$ cat src/rtl/gpu_raster_timing.sv
// Raster scan generator: pixel divider, h/v counters, registered coordinates,
// syncs and strobes, plus an optional delay line on visible/hsync/vsync.
module gpu_raster_timing #(
  parameter int H_VISIBLE  = 800,
  parameter int H_FP       = 56,
  parameter int H_SYNC     = 120,
  parameter int H_BP       = 64,
  parameter int V_VISIBLE  = 600,
  parameter int V_FP       = 37,
  parameter int V_SYNC     = 6,
  parameter int V_BP       = 23,
  parameter bit HS_POL     = 1'b1,
  parameter bit VS_POL     = 1'b1,
  parameter int CLK_DIV    = 1,
  parameter int SYNC_DELAY = 1
) (
  input  logic       clk,
  input  logic       rst,
  input  logic       enable,
  output logic [9:0] col,
  output logic [9:0] row,
  output logic       visible,
  output logic       hsync,
  output logic       vsync,
  output logic       pix_tick,
  output logic       line_start,
  output logic       frame_start,
  output logic       visible_d,
  output logic       hsync_d,
  output logic       vsync_d
);

  localparam int H_TOTAL = H_VISIBLE + H_FP + H_SYNC + H_BP;
  localparam int V_TOTAL = V_VISIBLE + V_FP + V_SYNC + V_BP;
  localparam logic [10:0] H_LAST = 11'(H_TOTAL - 1);
  localparam logic [10:0] V_LAST = 11'(V_TOTAL - 1);
  localparam logic [10:0] H_VIS  = 11'(H_VISIBLE);
  localparam logic [10:0] V_VIS  = 11'(V_VISIBLE);
  localparam logic [10:0] HS_BEG = 11'(H_VISIBLE + H_FP);
  localparam logic [10:0] HS_END = 11'(H_VISIBLE + H_FP + H_SYNC);
  localparam logic [10:0] VS_BEG = 11'(V_VISIBLE + V_FP);
  localparam logic [10:0] VS_END = 11'(V_VISIBLE + V_FP + V_SYNC);
  localparam logic [1:0]  DIV_LAST = 2'(CLK_DIV - 1);

  logic [1:0]  r_div, w_div_next;
  logic [10:0] r_h, r_v, w_h_next, w_v_next;
  logic        r_run;
  logic        w_vis, w_hs, w_vs, w_tick, w_h_zero, w_v_zero;

  // Counters always describe the pixel being shown; the first enabled cycle
  // after idle/reset shows (0,0) without advancing.
  always_comb begin
    w_div_next = r_div;
    w_h_next   = r_h;
    w_v_next   = r_v;
    if (!enable) begin
      w_div_next = '0;
      w_h_next   = '0;
      w_v_next   = '0;
    end else if (r_run) begin
      if (r_div == DIV_LAST) begin
        w_div_next = '0;
        if (r_h == H_LAST) begin
          w_h_next = '0;
          w_v_next = (r_v == V_LAST) ? 11'd0 : r_v + 11'd1;
        end else begin
          w_h_next = r_h + 11'd1;
        end
      end else begin
        w_div_next = r_div + 2'd1;
      end
    end
  end

  assign w_vis    = enable && (w_h_next < H_VIS) && (w_v_next < V_VIS);
  assign w_hs     = enable && (w_h_next >= HS_BEG) && (w_h_next < HS_END);
  assign w_vs     = enable && (w_v_next >= VS_BEG) && (w_v_next < VS_END);
  assign w_tick   = enable && (w_div_next == DIV_LAST);
  assign w_h_zero = (w_h_next == 11'd0);
  assign w_v_zero = (w_v_next == 11'd0);

  always_ff @(posedge clk or posedge rst) begin
    if (rst) begin
      r_run       <= 1'b0;
      r_div       <= '0;
      r_h         <= '0;
      r_v         <= '0;
      col         <= '0;
      row         <= '0;
      visible     <= 1'b0;
      hsync       <= ~HS_POL;
      vsync       <= ~VS_POL;
      pix_tick    <= 1'b0;
      line_start  <= 1'b0;
      frame_start <= 1'b0;
    end else begin
      r_run       <= enable;
      r_div       <= w_div_next;
      r_h         <= w_h_next;
      r_v         <= w_v_next;
      col         <= w_vis ? w_h_next[9:0] : 10'd0;
      row         <= w_vis ? w_v_next[9:0] : 10'd0;
      visible     <= w_vis;
      hsync       <= w_hs ? HS_POL : ~HS_POL;
      vsync       <= w_vs ? VS_POL : ~VS_POL;
      pix_tick    <= w_tick;
      line_start  <= w_tick && w_h_zero;
      frame_start <= w_tick && w_h_zero && w_v_zero;
    end
  end

  // Delay line runs on every clk so it tracks downstream pipeline stages.
  generate
    if (SYNC_DELAY == 0) begin : g_nodly
      assign visible_d = visible;
      assign hsync_d   = hsync;
      assign vsync_d   = vsync;
    end else begin : g_dly
      localparam logic [2:0] IDLE = {1'b0, ~HS_POL, ~VS_POL};
      logic [2:0] r_stage [SYNC_DELAY];
      always_ff @(posedge clk or posedge rst) begin
        if (rst) begin
          for (int i = 0; i < SYNC_DELAY; i++) r_stage[i] <= IDLE;
        end else begin
          r_stage[0] <= {visible, hsync, vsync};
          for (int i = 1; i < SYNC_DELAY; i++) r_stage[i] <= r_stage[i-1];
        end
      end
      assign {visible_d, hsync_d, vsync_d} = r_stage[SYNC_DELAY-1];
    end
  endgenerate

endmodule

$ cat config.mk
export PLATFORM = sky130hd
export DESIGN_NAME = gpu_raster_timing
export DESIGN_NICKNAME = d
export VERILOG_FILES = /design/src/rtl/gpu_raster_timing.sv
export SDC_FILE = /design/constraint.sdc
export NUM_CORES = 1
export LEC_CHECK = 0
export ABC_CLOCK_PERIOD_IN_PS = 5800
export CAP_MARGIN = 10
export CORE_AREA = 2 2 71 107
export CTS_CLUSTER_DIAMETER = 120
export CTS_CLUSTER_SIZE = 28
export DETAILED_ROUTE_END_ITERATION = 12
export DIE_AREA = 0 0 73 109
export PLACE_DENSITY = 0.71
export SETUP_SLACK_MARGIN = 0.02
export SLEW_MARGIN = 10
export SYNTH_ARGS = -nofsm -noshare
export SYNTH_HDL_FRONTEND = slang
export SYNTH_SLANG_ARGS = --single-unit
$ cat constraint.sdc
create_clock -name clk -period 5.8 [get_ports clk]
set_input_delay 1.16 -clock clk [delete_from_list [all_inputs] [get_ports clk]]
set_output_delay 1.16 -clock clk [all_outputs]
set_load 0.005 [all_outputs]
== Word level (Yosys, flattened, before mapping) ==
Cells that the tools add are included.
Operators by class
  $add $sub $neg: 3
  order comparisons: 6
  eq/ne operators: 2
  mux-type cells: 16
  reduce and logical (&&, ||, !) cells: 13
Operator list (number)
  $mux W11: 9
  $lt A11 B10 Y1 const B: 4
  $add A11 B1 Y11 const B: 2
  $ge A11 B10 Y1 const B: 2
  $logic_not A11 Y1: 2
  $mux W10: 2
  $eq A11 B10 Y1 const B: 1
  $eq A11 B11 Y1 const B: 1
  $logic_and A1 B1 Y1: 9
  $mux W2: 3
  $logic_not A2 Y1: 2
  $add A2 B1 Y2 const B: 1
  $mux W1: 2
Storage, ports and cells
  register bits after elaboration: 54
  input port bits: 3
  output and inout bits: 29
  word-level logic and storage cells: 53

== Depth between registers and ports, before layout ==
Gate-level depths: netlist of run 1.
  depth in word-level cells: 10
  gate-level depth with buffers: 14
  gate-level depth less buffers: 11

== Worst setup path after synthesis of run 1 ==
Ideal clock, no wire load.
  kind: register to register
  start point: register r_div[0]
  end point: register col[3]
  library setup time: 69 ps
  arrival time: 2854 ps
  required time: 5731 ps
  path slack: 2877 ps
  stages on the path, launching flop included: 12
  path buffers: 2
  period minus slack after synthesis: 2923 ps
  cell sequence: dfrtp_1 > inv_1 > ha_1 > clkbuf_1 > nand3_2 > nor4_2 > nand4_1 > mux2i_1 > a311oi_1 > nand3_4 > buf_6 > nor2_2
On the way
  elaborated cells on any way between the ends: 12
  classes of those cells: order compare: 2; mux: 7; reduce/logical: 3
RTL lines
  start, declared: RTL line 45  | logic [1:0] r_div, w_div_next;
  start signal, assigned: RTL line 98  | r_div <= w_div_next;
  $logic_not A2 Y1: RTL line 61  | if (r_div == DIV_LAST) begin
  $mux W11: RTL line 61
  $mux W11: RTL line 60  | end else if (r_run) begin
  $mux W11: RTL line 56  | if (!enable) begin
  named net w_v_next[10]: RTL line 46  | logic [10:0] r_h, r_v, w_h_next, w_v_next;
  $lt A11 B10 Y1: RTL line 75  | assign w_vis = enable && (w_h_next < H_VIS) && (w_v_next < V_VIS);
  $logic_and A1 B1 Y1: RTL line 75
  $mux W10: RTL line 101  | col <= w_vis ? w_h_next[9:0] : 10'd0;
  end signal, assigned: RTL line 101
  end, declared: RTL line 20  | output logic [9:0] col,
The timed path passes the listed nets, and every way through them passes these cells.

== Final worst setup path of run 1 ==
  start point: input port enable
  end point: register row[3]
On the way
  elaborated cells on any way between the ends: 7
  classes of those cells: order compare: 2; mux: 3; reduce/logical: 2
RTL lines
  start, declared: RTL line 19  | input logic enable,
  $mux W11: RTL line 56
  named net w_v_next[10]: RTL line 46
  $lt A11 B10 Y1: RTL line 75
  $logic_and A1 B1 Y1: RTL line 75
  $mux W10: RTL line 102  | row <= w_vis ? w_v_next[9:0] : 10'd0;
  end signal, assigned: RTL line 102
  end, declared: RTL line 21  | output logic [9:0] row,
The timed path passes the listed nets, and every way through them passes these cells.

==> results of run 1 <==
==> cell families (layout without fill, tap and decap cells) <==
family	after synthesis	after routing	synth area share
AO/OA/AOI/OAI	43	43	0.124
buffers and inverters	28	58	0.0495
flip-flops	54	54	0.491
AND/OR/NAND/NOR	125	125	0.273
multiplexers	3	3	0.0109
adder cells (fa/ha/maj)	5	5	0.0227
XOR/XNOR	9	9	0.0286
==> path summary, 6_finish.rpt <==
kind | endpoint | slack, ns | cells past startpoint
worst min-delay path | g_dly.r_stage[1] | 0.39 | 0
min in group asynchronous | col[7] | 1.11 | 2
worst min register to register | g_dly.r_stage[1] | 0.39 | 0
worst max register to register | row[3] | 2.11 | 9
worst max-delay path | row[3] | 2.11 | 7
max in group asynchronous | r_h[0] | 4.17 | 3
==> per-layer routing <==
layer	GRT usage	part of all wire	up-vias
li1	-	-	1007
met1	0.181	0.38	1060
met2	0.292	0.55	62
met3	0.0250	0.032	19
met4	0.0926	0.038	0
met5	0	0	-
==> synthesized netlist by cell type (all sizes together), types with 2 or more instances <==
library cell	instances	area, um^2
a21o	3	22.5
ha	5	62.6
or2	3	21.3
nor2	29	134
nand4	6	37.5
inv	18	67.6
buf	6	53.8
a21oi	6	30.0
o2bb2ai	2	17.5
xor2	5	43.8
clkbuf	4	15.0
dfrtp	54	1350
mux2i	3	30.0
o21ai	12	67.6
nand4b	2	17.5
or3	7	50.1
nand2	19	73.8
xnor2	4	35.0
and3	3	18.8
nand2b	3	18.8
and2	2	12.5
a31oi	2	12.5
o211a	2	20.0
nor4	8	62.6
and4	3	27.5
or4b	2	27.5
nand3	12	77.6
nor3	20	111
a211oi	3	32.5
==> power by group <==
| group | total (W) | switching (W) | internal (W) | leakage [nW] |
|---|---|---|---|---|
| registers | 0.000389 | 0.00000623 | 0.000383 | 0.739 |
| logic | 0.0000459 | 0.0000250 | 0.0000209 | 0.676 |
| clock network | 0.000269 | 0.000127 | 0.000142 | 0.0618 |
==> registers in the layout, indices dropped and copies added, names as in the netlist <==
register and flops:
r_v 11, pix_tick 1, row 10, r_run 1, r_h 11, vsync 1
col 10, frame_start 1, g_dly.r_stage 3, visible 1, hsync 1, r_div 2
line_start 1
==> through the flow <==
| step | utilization | instance area (um^2) | std cells |
|---|---|---|---|
| after floorplan | - | 2750 | 267 |
| after global placement | 0.437 | 3090 | 368 |
| after detailed placement | 0.437 | 3090 | 368 |
| after CTS | 0.454 | 3220 | 376 |
| after global routing | 0.457 | 3240 | 377 |
| final | 0.457 | 3240 | 377 |
==> cell type report <==
class,instances,area [um^2]
Clock buffer,6,82.6
Clock inverter,2,38.8
Fill cell,654,3850
Inverter,18,67.6
Multi-Input combinational cell,185,1260
Sequential cell,54,1350
Tap cell,80,100
Timing Repair Buffer,32,330
==> qor.yml, run 1 <==
run_status:
  status: "complete, no violations"
sta:
  fin_crit_sh: 0.636
  hold_viol_final: 0
  tightestPinTransition_ns: 0.897
  setup_viol_count_final: 0
  final_max_slew_viol_count: 0
  period_needed_ns: 3.69
  slew-limit-headroom: 0.397
  fin_setup_tns_ns: 0
  clock_skew_ns: 0.0129
  timing.final.ws_setup_ns: 2.11
  fmax_mhz: 271
  grt_setup_unrepaired: "no"
  fin_hold_ws_ns: 0.389
cts:
  cts_buffer_depth: 2
  clkLatencyLatePin_ns: 0.31
  post-cts-setup-buffers: 0
  clk_pin_slew_worst_paths_ns: 0.10
  htreeDepth: 2
  cts_tree: "done"
  cts_inserted_buffers: 5
  root_buffer: "clkbuf_8"
  clock-sinks: 54
  hold_buffers: 0
  cts_resized: 0
detailed_routing:
  dr_total_vias: 2148
  post-route-drc-count: 0
  firstDrtPassIters: 4
  via_per_inst: 5.70
  ant_nets: 0
  initialDrtViolationCount: 102
  wirelength_um: 6130
  wl_per_cell_um: 16.3
layout:
  num_antenna_cells: 0
  drive_above_1_share: 0.152
  layout_commonest_cell: "dfrtp_1"
  nets: 304
  area_growth_pct: 17.5
  final_cell_mix: "dfrtp_1, clkdlybuf4s50_1, nor3_1, nor2_1, nand2_1"
global_routing:
  grt_pass1_vias: 2142
  overflow: 0
  grt_max_degree: 55
  antenna_found_initial: 0
  grt_usage: 0.164
  grt_pass1_wl_um: 10100
floorplan:
  pin_count: 32
  die_area_um2: 7960
  die_w_um: 73
  fp-row-count: 38
  start_util: 0.389
  die_h_um: 109
  coreArea_um2: 7080
worst_setup_path:
  crit_slowest_cell: "clkdlybuf4s50_1"
  crit_path_start: "enable"
  path_cells: "clkdlybuf4s50_1 -> inv_1 -> or3_1 -> mux2i_1 -> a311oi_1 -> nand3_4 -> nor4_1"
  cp_num_buf_inv: 2
  cp-start-kind: "primary input"
  end_kind: "register"
  criticalPathCategory: "in2reg"
  worstPathMaxFanout: 18
  slowest_delay_ns: 0.71
  rr_startpoint: "r_div[0]"
  cp.required_ns: 6.01
  crit_family: "buffers and inverters"
  crit_arrival_ns: 3.90
synth:
  synth_fp_nets: 275
  synth_cell_type_count: 64
  synth.avg_cell_area_um2: 10.3
  synth_ff_type: "dfrtp_1"
  synth-edff-count: 0
  syn_area_um2: 2750
  yosys_warnings: 0
  ys_seq_area_frac: 0.491
  async_reset_ff_frac: 1.00
  synthCells: 267
  ys_ff_latch: 54
min_path:
  worstHoldStart: "hsync"
  hold_class: "reg2reg"
pwr:
  ir_drop_mv: 0.0940
  power_w: 0.000705
  p_leak_nw: 1.48
  pwr_density_cell_nw_per_um2: 218
placed_design:
  gp_congestion: 0.913
  post-place-ws_ns: 1.79
  dpl.hpwl_um: 4540
  io_buffers: 31
run:
  cap_viol_max_count: 0
Power figures use the tool's default switching activity.
==> run 2, diff against run 1 <==
--- a/config.mk
+++ b/config.mk
@@ -5,7 +5,7 @@
 export SDC_FILE = /design/constraint.sdc
 export NUM_CORES = 1
 export LEC_CHECK = 0
-export ABC_CLOCK_PERIOD_IN_PS = 5800
+export ABC_CLOCK_PERIOD_IN_PS = 3400
 export CAP_MARGIN = 10
 export CORE_AREA = 2 2 71 107
 export CTS_CLUSTER_DIAMETER = 120
==> constraint.sdc (replaced) <==
create_clock -name clk -period 3.4 [get_ports clk]
set_input_delay 0.68 -clock clk [delete_from_list [all_inputs] [get_ports clk]]
set_output_delay 0.68 -clock clk [all_outputs]
set_load 0.005 [all_outputs]
==> run 2 against run 1 <==
- combinational power increased by 78%
- non-clock buffer count increased by 12
- first-iteration DRC count increased by 80%
- total power increased by 57%
- via count increased by 0.98%
- clock skew decreased by 0.0040 ns
==> qor.yml, run 2 (synthesized netlist as in run 1, its figures left out) <==
detailed_routing:
  dr_total_vias: 2169  # +0.98%
  wl_per_cell_um: 16.6  # +2.1%
  post-route-drc-count: 0  # unchanged
  via_per_inst: 5.58  # -2.1%
  wirelength_um: 6460  # +5.4%
  initialDrtViolationCount: 184  # +80%
  firstDrtPassIters: 4  # unchanged
  ant_nets: 0  # unchanged
worst_setup_path:
  end_kind: "register"
  crit_arrival_ns: 3.24  # -0.66 ns
  criticalPathCategory: "reg2reg"
  path_cells: "inv_1 -> ha_1 -> nand3_2 -> or4_4 -> o21a_1 -> o21ai_2 -> inv_1 -> o211ai_2 -> nand3_4 -> buf_4 -> nor3_1"
  rr_startpoint: "r_div[0]"
  crit_slowest_cell: "or4_4"
  crit_top_cell: "inv_1"
  reg2reg_to: "row[1]"
  r2r_cells: 11  # +2
  crit_family: "simple AND/OR/NAND/NOR gates"
  slowest_delay_ns: 0.70  # about the same
  worstPathMaxFanout: 18  # unchanged
  reg2reg_slack_ns: 0.38  # -1.73 ns
  cp-start-kind: "register"
  cp_num_buf_inv: 3  # +1
  cp.required_ns: 3.62  # -2.39 ns
layout:
  drive_above_1_share: 0.181  # +0.0297
  seq_area_um2: 1350  # unchanged
  layout_commonest_cell: "dfrtp_1"
  num_antenna_cells: 0  # unchanged
  fin_area_um2: 3280  # +1.3%
  area_growth_pct: 19.1
  nets: 316  # +3.9%
  reg.largest.list: "r_h (11), r_v (11)"
  fill_cells: 675  # +3.2%
  multiInputGateArea_um2: 1260  # unchanged
  final_util: 0.463  # +0.00600
  final_cell_mix: "dfrtp_1, clkdlybuf4s50_1, nor3_1, nor2_1, nand2_1"
floorplan:
  die_h_um: 109  # unchanged
  start_util: 0.389  # unchanged
  coreArea_um2: 7080  # unchanged
  die_area_um2: 7960  # unchanged
  pin_count: 32  # unchanged
  die_w_um: 73  # unchanged
  fp-row-count: 38  # unchanged
sta:
  slew-limit-headroom: 0.632  # +0.235
  timing.final.ws_setup_ns: 0.379  # -1.73 ns
  fmax_mhz: 331
  setup_viol_count_final: 0  # unchanged
  hold_viol_final: 0  # unchanged
  grt_setup_unrepaired: "no"
  period_needed_ns: 3.02
  fin_setup_tns_ns: 0  # unchanged
  final_max_slew_viol_count: 0  # unchanged
  tightestPinTransition_ns: 0.548  # -0.350 ns
  clock_skew_ns: 0.00883  # -0.00404 ns
  fin_crit_sh: 0.888
cts:
  cts_tree: "done"
  cts_resized: 0  # unchanged
  clkLatencyLatePin_ns: 0.32  # about the same
  cts_buffer_depth: 2  # unchanged
  hold_buffers: 0  # unchanged
  cts_inserted_buffers: 5  # unchanged
  clk_pin_slew_worst_paths_ns: 0.09  # about the same
  clock-sinks: 54  # unchanged
  root_buffer: "clkbuf_8"
  htreeDepth: 2  # unchanged
  post-cts-setup-buffers: 0  # unchanged
global_routing:
  grt_usage: 0.183  # +0.0189
  antenna_found_initial: 0  # unchanged
  grt_pass1_vias: 2224  # +3.8%
  grt_max_degree: 35  # -36%
  overflow: 0  # unchanged
  grt_pass1_wl_um: 10900  # +7.1%
run_status:
  status: "complete, no violations"
min_path:
  hold_class: "reg2reg"
  hold_end: "g_dly.r_stage[1]"
  holdPathStages: 0  # unchanged
  worstHoldStart: "hsync"
placed_design:
  post-place-ws_ns: 0.369  # -1.42 ns
  gp_congestion: 0.895  # -2.0%
  post_dp_cell_area_um2: 3160  # +2.2%
  dpl.hpwl_um: 4960  # +9.4%
  io_buffers: 31  # unchanged
pwr:
  ir_drop_mv: 0.164  # +75%
  pwr_density_cell_nw_per_um2: 337  # +55%
  p_leak_nw: 1.52  # +2.6%
run:
  cap_viol_max_count: 0  # unchanged
-- run 2: cell count changes in the layout (fill, tap and decap cells not counted), sizes merged --
cell	previous run	this run
inv	19	18
bufinv	1	0
clkinv	0	2
buf	1	13
-- run 2: metal layers --
layer  GRT usage  share of wire  routed length (um)  up-vias
met2       0.338           0.57                3670       61
met1       0.181           0.36                2300     1052
met5           0              0                   0        -
met4       0.108          0.044                 285        0
li1            -              -                   -     1038
met3      0.0388          0.033                 214       18
-- run 2: metrics by stage --
stage / hold slack, ns / cells / power (W)
after floorplan: 0.376 / 267 / 0.000721
after global placement: 0.358 / 377 / 0.000755
after detailed placement: 0.367 / 377 / 0.000757
after CTS: 0.389 / 385 / 0.00111
after global routing: 0.401 / 389 / 0.00116
final: 0.384 / 389 / 0.00110
-- run 2: power by group --
part,internal [W],switching (W),total (W)
registers,0.000654,0.0000105,0.000664
logic,0.0000384,0.0000435,0.0000819
clock network,0.000146,0.000212,0.000358
-- run 2: area by class of cell --
cell class / instances / area share
clock buffer: 6 / 0.0221
clock inverter: 2 / 0.00420
inverter: 18 / 0.0206
multi-input combinational: 185 / 0.386
sequential: 54 / 0.412
tap: 80 / 0.0305
timing repair buffer: 44 / 0.124
-- run 2: worst max-delay path by stage --
stage | from | endpoint | depth (start not counted)
6_report | r_div[0] | row[1] | 11
3_5_place_dp | r_div[0] | col[5] | 10
5_1_grt | r_div[0] | col[2] | 11
2_1_floorplan | r_div[0] | col[3] | 11
4_1_cts | r_div[0] | row[3] | 10
3_3_place_gp | r_div[0] | col[0] | 10
-- run 2: worst register-to-register path: stages (launching register included) --
cell and delay (ns):
dfrtp_1 0.38, inv_1 0.08, ha_1 0.30, nand3_2 0.23, or4_4 0.70, o21a_1 0.24
o21ai_2 0.28, inv_1 0.13, o211ai_2 0.11, nand3_4 0.10, buf_4 0.17, nor3_1 0.20
==> run 3, diff against run 2 <==
--- a/config.mk
+++ b/config.mk
@@ -7,12 +7,13 @@
 export LEC_CHECK = 0
 export ABC_CLOCK_PERIOD_IN_PS = 3400
 export CAP_MARGIN = 10
-export CORE_AREA = 2 2 71 107
+export CORE_AREA = 2 2 64 96
 export CTS_CLUSTER_DIAMETER = 120
 export CTS_CLUSTER_SIZE = 28
 export DETAILED_ROUTE_END_ITERATION = 12
-export DIE_AREA = 0 0 73 109
-export PLACE_DENSITY = 0.71
+export DIE_AREA = 0 0 66 98
+export HOLD_SLACK_MARGIN = 0.15
+export PLACE_DENSITY = 0.83
 export SETUP_SLACK_MARGIN = 0.02
 export SLEW_MARGIN = 10
 export SYNTH_ARGS = -nofsm -noshare
==> run 3 against run 2 <==
- sequential power about the same
- clock power up 3%
- via count up 1.6%
- sequential cell count unchanged
- worst setup slack worse by 0.017 ns
- global-route usage up 3.4 points
- die area down 19%
- core utilization up 11 points
- total power up 0.78%
- register-to-register slack worse by 0.02 ns
- critical path depth down 2
- final area down 0.99%
- largest power group unchanged
==> qor.yml, run 3 (synthesized netlist as in run 1, its figures left out) <==
run_status:
  status: "complete, no violations"
worst_setup_path:
  crit_slowest_cell: "or4_4"
  end_kind: "register"
  cp-start-kind: "register"
  path_cells: "ha_1 -> nand3_2 -> or4_4 -> or3_4 -> a211oi_2 -> o211ai_2 -> nand3_4 -> buf_4 -> nor2_2"
  slowest_delay_ns: 0.70  # about the same
  criticalPathCategory: "reg2reg"
  worstPathMaxFanout: 18  # unchanged
  crit_arrival_ns: 3.24  # about the same
  cp.required_ns: 3.61  # about the same
pwr:
  combPwrFrac: 0.071  # -0.003
  pwr_density_cell_nw_per_um2: 343  # +1.8%
  p_sw_frac: 0.246  # +0.00471
  seqPwrFrac: 0.597  # -0.005
  switching_power_w: 0.000274  # +2.8%
  p_int_w: 0.000839  # +0.16%
  clkPwrFrac: 0.332  # +0.008
  ir_drop_mv: 0.163  # -0.79%
  power_w: 0.00111  # +0.78%
  p_leak_nw: 1.49  # -1.4%
global_routing:
  grt_pass1_wl_um: 10700  # -1.5%
  busiest_layer: "met2"
  antenna_found_initial: 0  # unchanged
  grt_pass1_vias: 2240  # +0.72%
  gr-usage-met1: 0.248  # +0.0671
  grt_usage: 0.217  # +0.0341
  grt_max_degree: 30  # -14%
  use_met2: 0.371  # +0.0329
  overflow: 0  # unchanged
  met3_usage: 0.0380  # -0.000799
cts:
  clk_pin_slew_worst_paths_ns: 0.11  # +0.02 ns
  htreeDepth: 2  # unchanged
  cts_resized: 0  # unchanged
  post-cts-setup-buffers: 0  # unchanged
  cts_buffer_depth: 2  # unchanged
  cts_inserted_buffers: 5  # unchanged
  root_buffer: "clkbuf_8"
  cts_tree: "done"
  clock-sinks: 54  # unchanged
  hold_buffers: 0  # unchanged
  clkLatencyLatePin_ns: 0.31  # about the same
layout:
  drive_above_1_share: 0.174  # -0.00746
  layout_commonest_cell: "dfrtp_1"
  final_cell_mix: "dfrtp_1, clkdlybuf4s50_1, nor3_1, nor2_1, nand2_1"
  nets: 312  # -1.3%
  finalNonFillerCells: 377  # -3.1%
  num_antenna_cells: 0  # unchanged
  area_growth_pct: 17.9
  reg.largest.list: "r_h (11), r_v (11)"
sta:
  grt_setup_unrepaired: "no"
  clock_skew_ns: 0.0104  # +0.00159 ns
  period_needed_ns: 3.04  # +0.0175 ns
  tightestPinTransition_ns: 0.557  # +0.00890 ns
  fin_crit_sh: 0.894  # +0.00515
  hold_viol_final: 0  # unchanged
  setup_viol_count_final: 0  # unchanged
  timing.final.ws_setup_ns: 0.362  # -0.0175 ns
  fmax_mhz: 329  # -0.58%
  slew-limit-headroom: 0.626  # -0.00599
  fin_setup_tns_ns: 0  # unchanged
  final_max_slew_viol_count: 0  # unchanged
placed_design:
  io_buffers: 31  # unchanged
  post-place-ws_ns: 0.379  # +0.00935 ns
  dpl.hpwl_um: 4720  # -4.9%
  gp_congestion: 0.950  # +6.1%
  placed_cells: 369  # -2.1%
detailed_routing:
  post-route-drc-count: 0  # unchanged
  ant_nets: 0  # unchanged
  initialDrtViolationCount: 196  # +6.5%
  wirelength_um: 6330  # -2.0%
  firstDrtPassIters: 4  # unchanged
  wl_per_cell_um: 16.8  # +1.1%
  dr_total_vias: 2204  # +1.6%
  via_per_inst: 5.85  # +4.8%
floorplan:
  die_w_um: 66  # -9.6%
  coreArea_um2: 5700  # -20%
  start_util: 0.483  # +0.0943
  die_h_um: 98  # -10%
  pin_count: 32  # unchanged
  fp-row-count: 34  # -11%
  die_area_um2: 6470  # -19%
run:
  cap_viol_max_count: 0  # unchanged
min_path:
  hold_class: "reg2reg"
[run 3: cell count changes in the layout (fill, tap and decap cells not counted), sizes merged]
cell and delta:
clkbuf -1, inv +1, buf -4, clkinvlp +1, clkinv -1
[run 3: power groups by stage]
stage,logic [W],clock network (W),registers [W]
6_report,0.0000792,0.000369,0.000664
5_1_grt,0.0000885,0.000411,0.000666
4_1_cts,0.0000805,0.000379,0.000664
3_5_place_dp,0.0000803,0,0.000676
3_3_place_gp,0.0000790,0,0.000676
2_1_floorplan,0.0000471,0,0.000674
[run 3: per-stage QoR]
step	util	instance area, um^2	hold slack [ns]
6_report	0.569	3250	0.374
3_3_place_gp	0.553	3150	0.355
3_5_place_dp	0.553	3150	0.367
5_1_grt	0.569	3250	0.390
2_1_floorplan	-	2750	0.376
4_1_cts	0.569	3250	0.381
[run 3: routing by layer]
metal | share of wire | up-vias
li1 | - | 1029
met1 | 0.38 | 1081
met2 | 0.54 | 67
met3 | 0.033 | 27
met4 | 0.048 | 0
met5 | 0 | -
[run 3: final timing paths]
| check | end | slack (ns) | cells past startpoint | startpoint |
|---|---|---|---|---|
| worst max-delay path | col[9] | 0.36 | 9 | r_h[1] |
| worst max register to register | col[9] | 0.36 | 9 | r_h[1] |
| worst min register to register | g_dly.r_stage[2] | 0.37 | 0 | visible |
| worst min-delay path | g_dly.r_stage[2] | 0.37 | 0 | visible |
| max in group asynchronous | r_v[6] | 1.92 | 3 | rst |
| min in group asynchronous | col[3] | 0.72 | 2 | rst |
[run 3: layout make-up]
| cell class | instances | area, um^2 |
|---|---|---|
| fill | 500 | 2450 |
| inverter | 18 | 67.6 |
| clock buffer | 5 | 68.8 |
| multi-input combinational | 185 | 1260 |
| clock inverter | 3 | 25.0 |
| tap | 72 | 90.1 |
| sequential | 54 | 1350 |
| timing repair buffer | 40 | 378 |
[run 3: critical path, delay by kind of cell (launching register included)]
| family | cells | cell delay (ns) |
|---|---|---|
| compound gates | 2 | 0.38 |
| fa+ha+maj | 1 | 0.27 |
| buf+inv | 1 | 0.21 |
| flops | 1 | 0.44 |
| simple gates | 5 | 1.63 |
